File: src/rtl/prelude_loader.sv
// UART boot loader: receives 0xA5, N, N data bytes and writes them to program memory while holding the CPU.
// Define LOADER_CHECKSUM_EN to require a trailing 8-bit sum byte after the data.
module prelude_loader #(
   parameter int CLKS_PER_BIT = 234
) (
   input  logic       clk,
   input  logic       reset,
   input  logic       rx,
   output logic       mem_we,
   output logic [7:0] mem_addr,
   output logic [7:0] mem_wdata,
   output logic       cpu_hold,
   output logic       done,
   output logic       error
);

   localparam logic [15:0] HALF_LAST = 16'((CLKS_PER_BIT / 2) - 1);
   localparam logic [15:0] BIT_LAST  = 16'(CLKS_PER_BIT - 1);

   typedef enum logic [1:0] {RX_IDLE, RX_START, RX_DATA, RX_STOP} rx_state_t;
   typedef enum logic [1:0] {WAIT_SYNC, GET_LEN, GET_DATA, GET_SUM} frame_state_t;

   logic         rx_meta;
   logic         rx_sync;
   rx_state_t    rx_state;
   logic [15:0]  clk_cnt;
   logic [2:0]   bit_idx;
   logic [7:0]   shift;
   logic         armed;
   logic         byte_valid;
   logic         frame_err;

   frame_state_t frame_state;
   logic [8:0]   remaining;
   logic [7:0]   addr_cnt;
`ifdef LOADER_CHECKSUM_EN
   logic [7:0]   sum;
`endif

   always_ff @(posedge clk or negedge reset) begin
      if (!reset) begin
         rx_meta <= 1'b1;
         rx_sync <= 1'b1;
      end else begin
         rx_meta <= rx;
         rx_sync <= rx_meta;
      end
   end

   // armed only goes high after rx_sync is seen high in idle, so a start bit is a true falling edge
   always_ff @(posedge clk or negedge reset) begin
      if (!reset) begin
         rx_state   <= RX_IDLE;
         clk_cnt    <= 16'd0;
         bit_idx    <= 3'd0;
         shift      <= 8'd0;
         armed      <= 1'b0;
         byte_valid <= 1'b0;
         frame_err  <= 1'b0;
      end else begin
         byte_valid <= 1'b0;
         frame_err  <= 1'b0;
         case (rx_state)
            RX_IDLE: begin
               armed <= rx_sync;
               if (armed && !rx_sync) begin
                  rx_state <= RX_START;
                  clk_cnt  <= 16'd0;
               end
            end
            RX_START: begin
               armed <= 1'b0;
               if (clk_cnt == HALF_LAST) begin
                  clk_cnt <= 16'd0;
                  if (rx_sync) begin
                     rx_state <= RX_IDLE;
                  end else begin
                     rx_state <= RX_DATA;
                     bit_idx  <= 3'd0;
                  end
               end else begin
                  clk_cnt <= clk_cnt + 16'd1;
               end
            end
            RX_DATA: begin
               if (clk_cnt == BIT_LAST) begin
                  clk_cnt <= 16'd0;
                  shift   <= {rx_sync, shift[7:1]};
                  bit_idx <= bit_idx + 3'd1;
                  if (bit_idx == 3'd7) begin
                     rx_state <= RX_STOP;
                  end
               end else begin
                  clk_cnt <= clk_cnt + 16'd1;
               end
            end
            RX_STOP: begin
               if (clk_cnt == BIT_LAST) begin
                  clk_cnt  <= 16'd0;
                  rx_state <= RX_IDLE;
                  if (rx_sync) begin
                     byte_valid <= 1'b1;
                  end else begin
                     frame_err <= 1'b1;
                  end
               end else begin
                  clk_cnt <= clk_cnt + 16'd1;
               end
            end
            default: rx_state <= RX_IDLE;
         endcase
      end
   end

   // shift stays stable outside RX_DATA, so it is the received byte while byte_valid is high
   always_ff @(posedge clk or negedge reset) begin
      if (!reset) begin
         frame_state <= WAIT_SYNC;
         remaining   <= 9'd0;
         addr_cnt    <= 8'd0;
         mem_we      <= 1'b0;
         mem_addr    <= 8'd0;
         mem_wdata   <= 8'd0;
         cpu_hold    <= 1'b0;
         done        <= 1'b0;
         error       <= 1'b0;
`ifdef LOADER_CHECKSUM_EN
         sum         <= 8'd0;
`endif
      end else begin
         mem_we <= 1'b0;
         done   <= 1'b0;
         if (frame_err && frame_state != WAIT_SYNC) begin
            error       <= 1'b1;
            frame_state <= WAIT_SYNC;
         end else if (byte_valid) begin
            case (frame_state)
               WAIT_SYNC: begin
                  if (shift == 8'hA5) begin
                     frame_state <= GET_LEN;
                     cpu_hold    <= 1'b1;
                     error       <= 1'b0;
                     addr_cnt    <= 8'd0;
`ifdef LOADER_CHECKSUM_EN
                     sum         <= 8'd0;
`endif
                  end
               end
               GET_LEN: begin
                  remaining   <= (shift == 8'd0) ? 9'd256 : {1'b0, shift};
                  frame_state <= GET_DATA;
               end
               GET_DATA: begin
                  mem_we    <= 1'b1;
                  mem_addr  <= addr_cnt;
                  mem_wdata <= shift;
                  addr_cnt  <= addr_cnt + 8'd1;
                  remaining <= remaining - 9'd1;
`ifdef LOADER_CHECKSUM_EN
                  sum       <= sum + shift;
                  if (remaining == 9'd1) begin
                     frame_state <= GET_SUM;
                  end
`else
                  if (remaining == 9'd1) begin
                     done        <= 1'b1;
                     cpu_hold    <= 1'b0;
                     frame_state <= WAIT_SYNC;
                  end
`endif
               end
               GET_SUM: begin
`ifdef LOADER_CHECKSUM_EN
                  if (shift == sum) begin
                     done     <= 1'b1;
                     cpu_hold <= 1'b0;
                  end else begin
                     error    <= 1'b1;
                  end
`endif
                  frame_state <= WAIT_SYNC;
               end
               default: frame_state <= WAIT_SYNC;
            endcase
         end
      end
   end

endmodule

File: config.mk
export PLATFORM = sky130hd
export DESIGN_NAME = prelude_loader
export DESIGN_NICKNAME = d
export VERILOG_FILES = /design/src/rtl/prelude_loader.sv
export SDC_FILE = /design/constraint.sdc
export NUM_CORES = 1
export LEC_CHECK = 0
export BUFFER_PORTS_ARGS = -buffer_cell sky130_fd_sc_hd__buf_2
export CAP_MARGIN = 20
export CELL_PAD_IN_SITES_DETAIL_PLACEMENT = 1
export CELL_PAD_IN_SITES_GLOBAL_PLACEMENT = 1
export CORE_ASPECT_RATIO = 1.2
export CORE_MARGIN = 10
export CORE_UTILIZATION = 43
export DETAILED_ROUTE_END_ITERATION = 8
export GPL_TIMING_DRIVEN = 0
export MAX_ROUTING_LAYER = met4
export PLACE_DENSITY = 0.84
export SETUP_SLACK_MARGIN = 0.3
export SYNTH_ARGS = -nofsm -noshare
export SYNTH_HDL_FRONTEND = slang
export SYNTH_SLANG_ARGS = --single-unit
File: constraint.sdc
create_clock -name clk -period 1.9 [get_ports clk]
set_input_delay 0.285 -clock clk [delete_from_list [all_inputs] [get_ports clk]]
set_output_delay 0.285 -clock clk [all_outputs]
set_load 0.01 [all_outputs]
## Word level (Yosys, flattened, before mapping)

Index checks and enable logic that the tools add are counted.

| word-level totals | value |
|---|---|
| output and inout bits | 20 |
| input bits | 3 |
| bits in registers | 73 |
| word-level logic and storage cells | 113 |

| operators by class | value |
|---|---|
| reduce and logical (&&, ||, !) cells | 24 |
| $add $sub $neg | 4 |
| bitwise logic cells | 1 |
| eq/ne operators | 21 |
| mux-type cells | 45 |

Operators with widths:

| kind | number |
|---|---|
| $mux 16 | 3 |
| $pmux 16 s3 | 1 |
| $mux 2 | 10 |
| $mux 1 | 19 |
| $pmux 9 s2 | 1 |
| $add 16x1->16 const B | 1 |
| $eq 16x7->1 const B | 1 |
| $eq 16x8->1 const B | 1 |
| $ne 2x2->1 const B | 8 |
| $pmux 2 s4 | 2 |
| $pmux 8 s2 | 1 |
| $reduce_bool 2->1 | 8 |
| $reduce_and 3->1 | 4 |
| $reduce_and 5->1 | 2 |
| $eq 9x1->1 const B | 1 |
| $mux 3 | 3 |
| $mux 9 | 1 |
| $sub 9x1->9 const B | 1 |
| $add 8x1->8 const B | 1 |
| $eq 2x2->1 const B | 4 |
| $eq 8x8->1 const B | 1 |
| $logic_not 8->1 | 1 |
| $mux 8 | 1 |
| $reduce_and 4->1 | 2 |
| 12 further kinds | 17 |

## Depth between registers and ports, before layout

Gate-level depths: netlist of run 1.

| depth | value |
|---|---|
| word-level depth | 5 |
| depth in mapped cells | 10 |
| gate-level depth less buffers | 8 |

## Worst setup path after synthesis of run 1

OpenSTA, ideal clock, no wires.

| timing path | value |
|---|---|
| kind | reg2reg |
| start | register clk_cnt[13] |
| end | register shift[4] |
| buffers on the path | 1 |
| stages on the path, launching flop included | 6 |
| path slack | -0.130 ns |
| arrival | 1.905 ns |
| required time | 1.775 ns |
| clock period less this slack | 2.030 ns |
| setup time | 0.125 ns |
| cell sequence | dfrtp_1 -> or4_4 -> nor3_1 -> and2_2 -> buf_6 -> mux2_2 |

| between the ends | value |
|---|---|
| longest elaborated chain between the ends | 2 |

Ends and longest elaborated chain:

| what | RTL line | text |
|---|---|---|
| start, declared | 26 | `logic [15:0] clk_cnt;` |
| start signal, assigned | 82 | `clk_cnt <= clk_cnt + 16'd1;` |
| start signal, assigned | 94 | `clk_cnt <= clk_cnt + 16'd1;` |
| start signal, assigned | 107 | `clk_cnt <= clk_cnt + 16'd1;` |
| $eq 16x8->1 | 86 | `if (clk_cnt == BIT_LAST) begin` |
| $reduce_and 2->1 (no source line) | -- |  |
| end signal, assigned | 88 | `shift <= {rx_sync, shift[7:1]};` |
| end, declared | 28 | `logic [7:0] shift;` |

No other way between the ends.
A chain may end at the register's enable or synchronous reset.

## Final worst setup path of run 1

| timing path | value |
|---|---|
| start | register clk_cnt[8] |
| end | register rx_state[0] |

| between the ends | value |
|---|---|
| longest elaborated chain between the ends | 3 |

Ends and longest elaborated chain:

| what | RTL line | text |
|---|---|---|
| $eq 16x8->1 / $eq 16x7->1 (equally long branches) | 86, 98, 73 |  |
| $ne 2x2->1 (no source line) | -- |  |
| $reduce_and 5->1 (no source line) (*) | -- |  |
| end signal, assigned | 91 | `rx_state <= RX_STOP;` |
| end signal, assigned | 100 | `rx_state <= RX_IDLE;` |
| end signal, assigned | 110 | `default: rx_state <= RX_IDLE;` |
| end, declared | 25 | `rx_state_t rx_state;` |

Every way passes the cells marked *; elsewhere a longest branch is shown, timed or not.

==> results of run 1 <==
[critical path, cell delays in order (launching register included)]
cell and delay (ns):
dfrtp_2 0.42, or4_4 0.60, nor4_4 0.37, buf_4 0.20
buf_6 0.12, a21oi_4 0.06, o31ai_2 0.40
[layout make-up]
type	instances	share of cell area, %
Buffer	20	4.37
Clock buffer	16	2.90
Tap cell	117	2.49
Multi-Input combinational cell	287	43.6
Inverter	14	1.04
Timing Repair Buffer	99	14.2
Sequential cell	73	31.3
[power breakdown]
| group | switching [mW] | internal [mW] | leakage [nW] |
|---|---|---|---|
| clock network | 0.656 | 0.552 | 0.0850 |
| registers | 0.0878 | 1.62 | 0.990 |
| logic | 0.601 | 0.397 | 1.63 |
[layer usage]
metal	wire length, um	track usage, %	part of all wire, %
met1	6380	21.2	36
met2	9550	38.1	54
met3	838	3.86	4.7
met4	1050	9.71	5.9
met5	0	-	0
[registers in the layout, summed over array words and instances (netlist names), 2 cells and up, named ones only]
register / cells
frame_state: 2
addr_cnt: 8
mem_wdata: 8
mem_addr: 8
shift: 8
remaining: 9
clk_cnt: 16
bit_idx: 3
[cells in the final DEF (no fill, tap or decap), types with 7 or more instances in the layout]
cell | netlist | layout
dfrtp_1 | 71 | 62
buf_4 | 0 | 50
nand2_1 | 82 | 38
nand2_2 | 0 | 26
buf_6 | 3 | 24
buf_2 | 1 | 21
nand2_4 | 0 | 18
nand3_1 | 23 | 15
a21oi_2 | 0 | 14
clkbuf_8 | 0 | 12
nor2_1 | 15 | 11
a31oi_1 | 12 | 11
dfrtp_2 | 0 | 9
clkbuf_1 | 15 | 8
a22o_1 | 8 | 8
inv_1 | 14 | 7
a21oi_1 | 22 | 7
o21ai_2 | 0 | 7
o21ai_1 | 0 | 7
[final timing paths]
| check | from | cells after the start | end |
|---|---|---|---|
| max | clk_cnt[8]$_DFFE_PN0P_ | 6 | rx_state[0]$_DFFE_PN0P_ |
| min | rx | 1 | rx_meta$_DFF_PN1_ |
| max reg2reg | clk_cnt[8]$_DFFE_PN0P_ | 6 | rx_state[0]$_DFFE_PN0P_ |
| min reg2reg | rx_meta$_DFF_PN1_ | 0 | rx_sync$_DFF_PN1_ |
| max in group asynchronous | reset | 3 | rx_meta$_DFF_PN1_ |
| min in group asynchronous | reset | 2 | addr_cnt[1]$_DFFE_PN0P_ |
[cells by family (layout without fill, tap and decap cells)]
group | after synthesis | count (layout) | share of synthesized area, %
and+or+nand+nor | 166 | 166 | 22.2
AOI/OAI and AO/OA | 92 | 93 | 16.1
DFF | 73 | 73 | 49.2
buffers and inverters | 34 | 149 | 4.07
muxes | 14 | 14 | 4.01
adders and majority gates | 11 | 11 | 3.70
xor gates and xnor gates | 3 | 3 | 0.707
[stage by stage]
step           power [mW]  area (um2)  std cells  util [%]
2_1_floorplan        2.20        3960        393         -
4_1_cts              3.68        5020        597      59.0
5_1_grt              4.06        5880        626      69.0
3_5_place_dp         2.40        4240        533      49.8
3_3_place_gp         2.36        4220        532      49.5
6_report             3.92        5880        626      69.0
[what timing repair did]
action,CTS,global route
buffers inserted,42,28
hold buffers,1,0
gates resized for setup,60,169
setup endpoints to repair,69,67
gates cloned,5,1
hold endpoints to repair,35,0
pin swaps,25,56
==> out/metrics.yaml, run 1 <==
fin_setup_tns_ns: -6.04
finalWirelength_mm: 17.8
max_freq_mhz: 438
pre_cts_ws_ns: -0.309
start_util_pct: 43.6
synth_edf_count: 0
worstPathMaxFanout: 3
failed_checks: "negative setup slack"
rsz0062_at_grt: "yes"
die-area_um2: 12800
cts_root_buffer: "clkbuf_8"
overflow: 0
ys.warnings.count: 0
design.core.area_um2: 8520
critPathKind: "flop to flop"
clock_path_buffers: 2
rrSetupSlack_ns: -0.38
die_h_um: 122
p_leak_nw: 2.70
drv_cap: 0
ys_types: 49
finalCritPeriodShare_pct: 120
drive_gt1_share_pct: 55.2
multi_input_area_um2: 2560
hp-class: "input port to flop"
irDropWorstVdd_uv: 590
grt_max_degree: 39
seq_area_um2: 1840
synth_nets: 407
globalRouteTotalUtil_pct: 20.8
drv_slew: 0
fp.dieW_um: 105
avgSynthCellArea_um2: 9.46
worstSkewPairLatency_ns: 0.38
first_pass_iters: 5
yosysMostFrequentCell: "nand2_1"
cts_inserted_buffers: 9
grt_pass1_vias: 3840
crit_required_ns: 2.15
gp_congestion: 0.814
dp.final_hpwl_mm: 6.67
relSlewSlack_pct: 18.7
area_growth_pct: 58.1
via_per_inst: 6.31
vias: 3952
drc: 0
fillers: 867
min_period_ns: 2.28
drt_iter0_markers: 282
antenna_left: 0
synth_seq_cells: 73
setup_viol_count_final: 37
ys.flop_type: "dfrtp_1"
grt_pass1_wl_mm: 20.6
yosysTopAreaCell: "dfrtp_1"
cp-end-kind: "flop"
hold_slack_ns: 0.00969
fin_nets: 518
cp-start-kind: "flop"
setup_ws_ns: -0.382
yosysTopAreaCellShare_pct: 47.8
tightestPinTransition_ns: 1.21
synth_area_leaders: "dfrtp_1, nand2_1, ha_1"
ctsHtreeMaxLevel: 3
synth.cell_area_um2: 3720
synth_cells: 393
power_density_nw_per_um2: 667
synth-async-reset-ratio_pct: 100
finalClockSkew_ns: 0.0220
seq_area_frac_synth_pct: 49.2
worstPathArrival_ns: 2.53
netlist_top_cells_count: "nand2_1, dfrtp_1, nand3_1"
insertedDiodeCount: 0
finalHoldViolations: 0
cts_sinks: 73
antenna_found_initial: 0
port_buffers: 22
top_level_ports: 23
clk_pin_slew_ns: 0.09
std_cell_rows: 37
tritoncts: "built"
wire_per_inst_um: 28.5
status: "finished with violations"
Note: power is estimated with default switching activity, not from simulation.
==> run 2, diff against run 1 <==
--- a/config.mk
+++ b/config.mk
@@ -7,11 +7,9 @@
 export LEC_CHECK = 0
 export BUFFER_PORTS_ARGS = -buffer_cell sky130_fd_sc_hd__buf_2
 export CAP_MARGIN = 20
-export CELL_PAD_IN_SITES_DETAIL_PLACEMENT = 1
-export CELL_PAD_IN_SITES_GLOBAL_PLACEMENT = 1
 export CORE_ASPECT_RATIO = 1.2
 export CORE_MARGIN = 10
-export CORE_UTILIZATION = 43
+export CORE_UTILIZATION = 55
 export DETAILED_ROUTE_END_ITERATION = 8
 export GPL_TIMING_DRIVEN = 0
 export MAX_ROUTING_LAYER = met4
==> run 2 against run 1 <==
Net effect:
- the run still ends with negative setup slack left
- worst hold slack lost 0.0010 ns
- non-clock buffer count fell by 18
- combinational power shrank 8.0%
- critical endpoint is now shift[4]$_DFFE_PN0P_
- largest power group unchanged
==> out/metrics.yaml, run 2 (synthesized netlist as in run 1, its figures left out) <==
status: "finished with violations"  # unchanged
failed_checks: "negative setup slack"  # unchanged
max_freq_mhz: 449  # was 438 MHz
post-route-cell-area_um2: 5680  # was 5880 um2
start_util_pct: 57.3  # was 43.6%
power_frac_clock_pct: 38.2  # was 30.8%
rsz0062_at_grt: "yes"  # unchanged
relSlewSlack_pct: 37.2  # was 18.7%
worstPathMaxFanout: 8  # was 3
slowest_stage: "nor4_1"  # was or4_4
fin_nets: 500  # was 518
cts_inserted_buffers: 9  # unchanged
grt_pass1_wl_mm: 17.3  # was 20.6 mm
first_pass_iters: 5  # unchanged
insertedDiodeCount: 0  # unchanged
power_density_nw_per_um2: 748  # was 667 nW/um2
grt_pass1_vias: 3493  # was 3840
finalClockSkew_ns: 0.0211  # was 0.0220 ns
cts_sinks: 73  # unchanged
min_period_ns: 2.23  # was 2.28 ns
p_sw_share_pct: 30.6  # was 34.3%
final_util_pct: 87.5  # was 69.0%
drt_iter0_markers: 422  # was 282
antenna_found_initial: 0  # unchanged
slowest_delay_ns: 0.56  # was 0.60 ns
worstPathArrival_ns: 2.48  # was 2.53 ns
p_int_mw: 2.95  # was 2.57 mW
setup_viol_count_final: 34  # was 37
die-area_um2: 10500  # was 12800 um2
critPathKind: "flop to flop"  # unchanged
pre_cts_ws_ns: -0.233  # was -0.309 ns
drc: 0  # unchanged
hp-class: "input port to flop"  # unchanged
p_leak_nw: 2.54  # was 2.70 nW
top_level_ports: 23  # unchanged
vias: 3995  # was 3952
cp_num_buf_inv: 3  # was 2
globalRouteTotalUtil_pct: 21.5  # was 20.8%
area_growth_pct: 52.7  # was 58.1%
cts_root_buffer: "clkbuf_8"  # unchanged
wire_per_inst_um: 25.6  # was 28.5 um
ctsHtreeMaxLevel: 3  # unchanged
cp-start-kind: "flop"  # unchanged
regMostFlops: "clk_cnt"  # unchanged
p_sw_mw: 1.30  # was 1.35 mW
finalPower_mw: 4.25  # was 3.92 mW
fp.dieW_um: 95.1  # was 105 um
via_per_inst: 6.94  # was 6.31
finalHoldViolations: 0  # unchanged
port_buffers: 22  # unchanged
drv_slew: 0  # unchanged
std_cell_rows: 32  # was 37
layout_commonest_cell: "dfrtp_1"  # unchanged
crit_family: "simple AND/OR/NAND/NOR gates"  # unchanged
reg_top3: "clk_cnt x16, remaining x9"  # unchanged
grt_max_degree: 74  # was 39
dp.final_hpwl_mm: 5.86  # was 6.67 mm
finalWirelength_mm: 14.8  # was 17.8 mm
largest_register_ffs: 16  # unchanged
worstSkewPairLatency_ns: 0.38  # about the same
drv_cap: 0  # unchanged
place_area_um2: 4180  # was 4240 um2
setup_ws_ns: -0.329  # was -0.382 ns
combPwrFrac_pct: 21.6  # was 25.5%
clk_pin_slew_ns: 0.08  # was 0.09 ns
design.core.area_um2: 6490  # was 8520 um2
tritoncts: "built"  # unchanged
overflow: 0  # unchanged
irDropWorstVdd_uv: 741  # was 590 uV
cp-end-kind: "flop"  # unchanged
clock_path_buffers: 2  # unchanged
antenna_left: 0  # unchanged
crit_required_ns: 2.15  # about the same
finalCritPeriodShare_pct: 117  # was 120%
final_cell_mix: "dfrtp_1, nand2_1, buf_4"  # was dfrtp_1, buf_4, nand2_1
drive_gt1_share_pct: 51.1  # was 55.2%
gp_congestion: 0.892  # was 0.814
tightestPinTransition_ns: 0.941  # was 1.21 ns
seqPwrFrac_pct: 40.2  # was 43.7%
cp_cell_sequence: "clkbuf_8 > buf_4 > nand3b_1 > nor4_1 > and2_4 > buf_8 > mux2_4"  # was or4_4 > nor4_4 > buf_4 > buf_6 > a21oi_4 > o31ai_2
die_h_um: 110  # was 122 um
run 2: changes by cell type in the layout (fill, tap and decap cells not counted), moves of 3 or more:
cell	change
bufinv_16	+3
o31ai_2	-3
o31ai_4	+3
buf_6	-3
dfrtp_2	-3
nand2_2	+3
clkbuf_1	-4
nand2_4	-11
buf_4	-15
nand2_1	+8
dfrtp_1	+3
run 2: worst reg2reg max path, cell delays in order, from the launching register on:
cell and delay [ns]:
dfrtp_1 0.38, clkbuf_8 0.13, buf_4 0.15, nand3b_1 0.16, nor4_1 0.56, and2_4 0.29, buf_8 0.13, mux2_4 0.31
run 2: repair_timing:
action                     CTS  global route
resized for setup           58           134
pin swaps                   21            49
setup buffers               36            17
gates cloned                 4             3
hold buffers                 0             0
setup endpoints to repair   68            65
run 2: path summary, 6_finish.rpt:
kind                                             start                       to  slack (ns)  depth (start not counted)
worst max-delay path            clk_cnt[2]$_DFFE_PN0P_     shift[4]$_DFFE_PN0P_       -0.33                          7
worst min register to register       rx_meta$_DFF_PN1_        rx_sync$_DFF_PN1_        0.36                          0
worst min-delay path                                rx        rx_meta$_DFF_PN1_       0.009                          1
min in group asynchronous                        reset  mem_addr[7]$_DFFE_PN0P_        0.02                          1
max in group asynchronous                        reset   clk_cnt[9]$_DFFE_PN0P_        1.16                          1
worst max register to register  clk_cnt[2]$_DFFE_PN0P_     shift[4]$_DFFE_PN0P_       -0.33                          7
run 2: final cells by class:
cell class | count | area, um2
timing repair buffer | 81 | 708
buffer | 20 | 254
sequential | 73 | 1840
clock buffer | 12 | 155
tap | 85 | 106
fill | 272 | 810
clock inverter | 4 | 98.8
multi-input combinational | 287 | 2460
inverter | 14 | 58.8
run 2: through the flow:
stage                     TNS [ns]  hold WS, ns  cells
after CTS                    -3.82       0.0182    556
after global routing         -6.95       0.0119    576
after detailed placement     -4.51        0.350    500
after floorplan             -0.677      -0.0106    393
after global placement       -3.47        0.347    500
final                        -5.70      0.00865    576
run 2: per-layer routing:
metal / up-vias / global-route usage (%) / share of wire, % / wire length (um)
li1: 1600 / - / - / -
met1: 1954 / 22.8 / 33 / 4860
met2: 328 / 37.9 / 51 / 7520
met3: 113 / 4.40 / 9.1 / 1350
met4: 0 / 9.85 / 6.9 / 1020
met5: - / - / 0 / 0
run 2: power by group through the flow:
stage	combinational, mW	sequential [mW]	clock [mW]
5_1_grt	0.997	1.71	1.66
4_1_cts	0.784	1.70	1.55
6_report	0.917	1.71	1.62
3_3_place_gp	0.600	1.74	0
3_5_place_dp	0.631	1.74	0
2_1_floorplan	0.474	1.72	0
==> run 3, diff against run 2 <==
--- a/config.mk
+++ b/config.mk
@@ -5,6 +5,7 @@
 export SDC_FILE = /design/constraint.sdc
 export NUM_CORES = 1
 export LEC_CHECK = 0
+export ABC_AREA = 1
 export BUFFER_PORTS_ARGS = -buffer_cell sky130_fd_sc_hd__buf_2
 export CAP_MARGIN = 20
 export CORE_ASPECT_RATIO = 1.2
==> run 3 against run 2 <==
Net effect:
- the flow now finishes without violations
- synthesized cell count up 18%
- via count down 17%
- setup slack better by 0.61 ns
- maximum frequency up 38%
- count of clock-buffer cells in the layout down 2
- sequential power about the same
==> out/metrics.yaml, run 3 <==
status: "finished clean"  # was finished with violations
die-area_um2: 10800  # was 10500 um2
cp-start-kind: "flop"  # unchanged
setup_viol_count_final: 0  # was 34
cp_cell_sequence: "inv_2 > ha_1 > nand2_1 > inv_1 > nand2_1 > nor2_2 > nand2_4 > inv_4 > o21ai_4 > buf_12 > nand2_1 > o21ai_1"  # was clkbuf_8 > buf_4 > nand3b_1 > nor4_1 > and2_4 > buf_8 > mux2_4
largest_register_ffs: 16  # unchanged
tightestPinTransition_ns: 0.911  # was 0.941 ns
regMostFlops: "clk_cnt"  # unchanged
design.core.area_um2: 6850  # was 6490 um2
rr_worst_depth: 12  # was 7
finalHoldViolations: 0  # unchanged
synth_nets: 479  # was 407
min_from: "rx"  # unchanged
top_level_ports: 23  # unchanged
final_cells: 614  # was 576
dp.final_hpwl_mm: 5.86  # about the same
synth-async-reset-ratio_pct: 100  # unchanged
yosysMostFrequentCell: "nand2_1"  # unchanged
placed_cells: 574  # was 500
place_area_um2: 4100  # was 4180 um2
met1_usage_pct: 18.3  # was 22.8%
std_cell_rows: 33  # was 32
p_sw_mw: 1.27  # was 1.30 mW
drt_iter0_markers: 192  # was 422
tritoncts: "built"  # unchanged
seq_area_frac_synth_pct: 47.1  # was 49.2%
grt_pass1_wl_mm: 14.6  # was 17.3 mm
ys.warnings.count: 0  # unchanged
rsz0062_at_grt: "yes"  # unchanged
yosysTopAreaCell: "dfrtp_1"  # unchanged
gp_congestion: 0.916  # was 0.892
r2r_start: "clk_cnt[1]$_DFFE_PN0P_"  # was clk_cnt[2]$_DFFE_PN0P_
crit_required_ns: 2.12  # was 2.15 ns
final_cell_mix: "nand2_1, dfrtp_1, inv_1"  # was dfrtp_1, nand2_1, buf_4
irDropWorstVdd_uv: 731  # was 741 uV
clock_path_buffers: 2  # unchanged
use_met3_pct: 3.46  # was 4.40%
layout_commonest_cell: "nand2_1"  # was dfrtp_1
hp-class: "input port to flop"  # unchanged
finalWirelength_mm: 8.92  # was 14.8 mm
drive_gt1_share_pct: 29.8  # was 51.1%
critPathKind: "flop to flop"  # unchanged
cts_root_buffer: "clkbuf_8"  # unchanged
drv_slew: 0  # unchanged
reg_top3: "clk_cnt x16, remaining x9"  # unchanged
wire_per_inst_um: 14.5  # was 25.6 um
post-route-cell-area_um2: 4820  # was 5680 um2
max_freq_mhz: 617  # was 449 MHz
power_density_nw_per_um2: 869  # was 748 nW/um2
antenna_found_initial: 0  # unchanged
worstPathMaxFanout: 9  # was 8
grt_use_met2_pct: 27.7  # was 37.9%
start_util_pct: 56.6  # was 57.3%
fp.dieW_um: 96.7  # was 95.1 um
holdBufCountCts: 0  # unchanged
overflow: 0  # unchanged
finalCritPeriodShare_pct: 85.3  # was 117%
combPwrFrac_pct: 23.3  # was 21.6%
drv_cap: 0  # unchanged
synth.cell_area_um2: 3880  # was 3720 um2
seqPwrFrac_pct: 41.2  # was 40.2%
top_usage_layer: "met2"  # unchanged
globalRouteTotalUtil_pct: 16.3  # was 21.5%
p_leak_nw: 2.38  # was 2.54 nW
yosysTopAreaCellShare_pct: 45.8  # was 47.8%
die_h_um: 112  # was 110 um
slowest_stage: "dfrtp_1"  # was nor4_1
power_frac_clock_pct: 35.5  # was 38.2%
min_path_cells: 1  # unchanged
first_pass_iters: 5  # unchanged
finalClockSkew_ns: 0.0120  # was 0.0211 ns
clk_pin_slew_ns: 0.07  # was 0.08 ns
area_growth_pct: 24.1  # was 52.7%
drc: 0  # unchanged
via_per_inst: 5.39  # was 6.94
worstPathArrival_ns: 1.84  # was 2.48 ns
avgSynthCellArea_um2: 8.34  # was 9.46 um2
min_period_ns: 1.62  # was 2.23 ns
whs_endpoint: "rx_meta$_DFF_PN1_"  # unchanged
fin_nets: 537  # was 500
p_int_mw: 2.91  # was 2.95 mW
ys.flop_type: "dfrtp_1"  # unchanged
netlist_top_cells_count: "nand2_1, dfrtp_1, inv_1"  # was nand2_1, dfrtp_1, nand3_1
insertedDiodeCount: 0  # unchanged
port_buffers: 22  # unchanged
synth_seq_cells: 73  # unchanged
vias: 3310  # was 3995
synth_area_leaders: "dfrtp_1, nand2_1, inv_1"  # was dfrtp_1, nand2_1, ha_1
antenna_left: 0  # unchanged
ctsHtreeMaxLevel: 3  # unchanged
cp_common_cell: "nand2_1"
r2r_end: "clk_cnt[0]$_DFFE_PN0P_"  # was shift[4]$_DFFE_PN0P_
worstSkewPairLatency_ns: 0.35  # was 0.38 ns
grt_max_degree: 74  # unchanged
synth_cells: 465  # was 393
slowest_delay_ns: 0.40  # was 0.56 ns
fin_setup_tns_ns: 0  # was -5.70 ns
relSlewSlack_pct: 39.3  # was 37.2%
crit_start: "clk_cnt[1]$_DFFE_PN0P_"  # was clk_cnt[2]$_DFFE_PN0P_
cts_inserted_buffers: 9  # unchanged
cp-end-kind: "flop"  # unchanged
rrSetupSlack_ns: 0.28  # was -0.33 ns
ys_types: 38  # was 49
grt_pass1_vias: 3143  # was 3493
synth_edf_count: 0  # unchanged
p_sw_share_pct: 30.4  # was 30.6%
cts_sinks: 73  # unchanged
==> run 3: per-layer routing <==
| metal | wire (um) | up-vias |
|---|---|---|
| met5 | 0 | - |
| met4 | 187 | 0 |
| met3 | 393 | 19 |
| met2 | 4650 | 96 |
| met1 | 3690 | 1584 |
| li1 | - | 1611 |
==> run 3: cell families (layout without fill, tap and decap cells) <==
family	Yosys count	count (layout)	synth area share [%]
compound gates	84	84	14.0
xor+xnor	11	11	2.48
flops	73	73	47.1
simple gates	210	210	24.2
buf+inv	76	138	8.61
fa+ha+maj	11	11	3.55
==> run 3: through the flow <==
| step | power (mW) | setup slack (ns) | hold WS, ns | util (%) |
|---|---|---|---|---|
| finish | 4.19 | 0.280 | 0.0329 | 70.3 |
| global route | 4.39 | 0.183 | 0.0232 | 70.3 |
| CTS | 4.07 | 0.279 | 0.0129 | 65.0 |
| detailed placement | 2.44 | 0.142 | 0.347 | 59.8 |
| global placement | 2.40 | 0.138 | 0.346 | 59.8 |
| floorplan | 2.26 | 0.388 | -0.0106 | - |
==> run 3: what timing repair did <==
| item | in CTS | in global routing |
|---|---|---|
| pin swaps | 1 | 9 |
| cloned | 0 | 4 |
| buffers inserted | 3 | 18 |
| gates resized for setup | 26 | 45 |
| endpoints found under the setup margin | 49 | 61 |
==> run 3: worst max-delay path by stage <==
| stage | end | slack, ns | cells past startpoint |
|---|---|---|---|
| global route | clk_cnt[1]$_DFFE_PN0P_ | 0.18 | 12 |
| CTS | clk_cnt[0]$_DFFE_PN0P_ | 0.28 | 12 |
| global placement | clk_cnt[15]$_DFFE_PN0P_ | 0.14 | 1 |
| detailed placement | mem_addr[5]$_DFFE_PN0P_ | 0.14 | 10 |
| finish | clk_cnt[0]$_DFFE_PN0P_ | 0.28 | 12 |
| floorplan | mem_addr[5]$_DFFE_PN0P_ | 0.39 | 10 |
==> run 3: final cells by class <==
cell class | instances | area [um2]
well taps | 87 | 109
inverters | 66 | 280
repair inverters | 1 | 5.00
multi-input cells | 316 | 1880
clock buffers | 10 | 138
repair buffers | 46 | 357
clock inverters | 5 | 104
flip-flops and latches | 73 | 1830
fillers | 502 | 2040
plain buffers | 10 | 116
==> run 3: power by group through the flow <==
stage                     sequential [mW]  combinational [mW]  clock (mW)
after floorplan                      1.72               0.539           0
after global placement               1.73               0.668           0
after detailed placement             1.74               0.696           0
after CTS                            1.72               0.845        1.51
after global routing                 1.73                1.08        1.58
final                                1.72               0.977        1.48
==> run 3: worst max-delay path: cells and delay by family (launching register included) <==
kind	cells	cell delay, ns
simple gates	5	0.44
flops	1	0.40
buf+inv	4	0.39
fa+ha+maj	1	0.15
compound gates	2	0.13
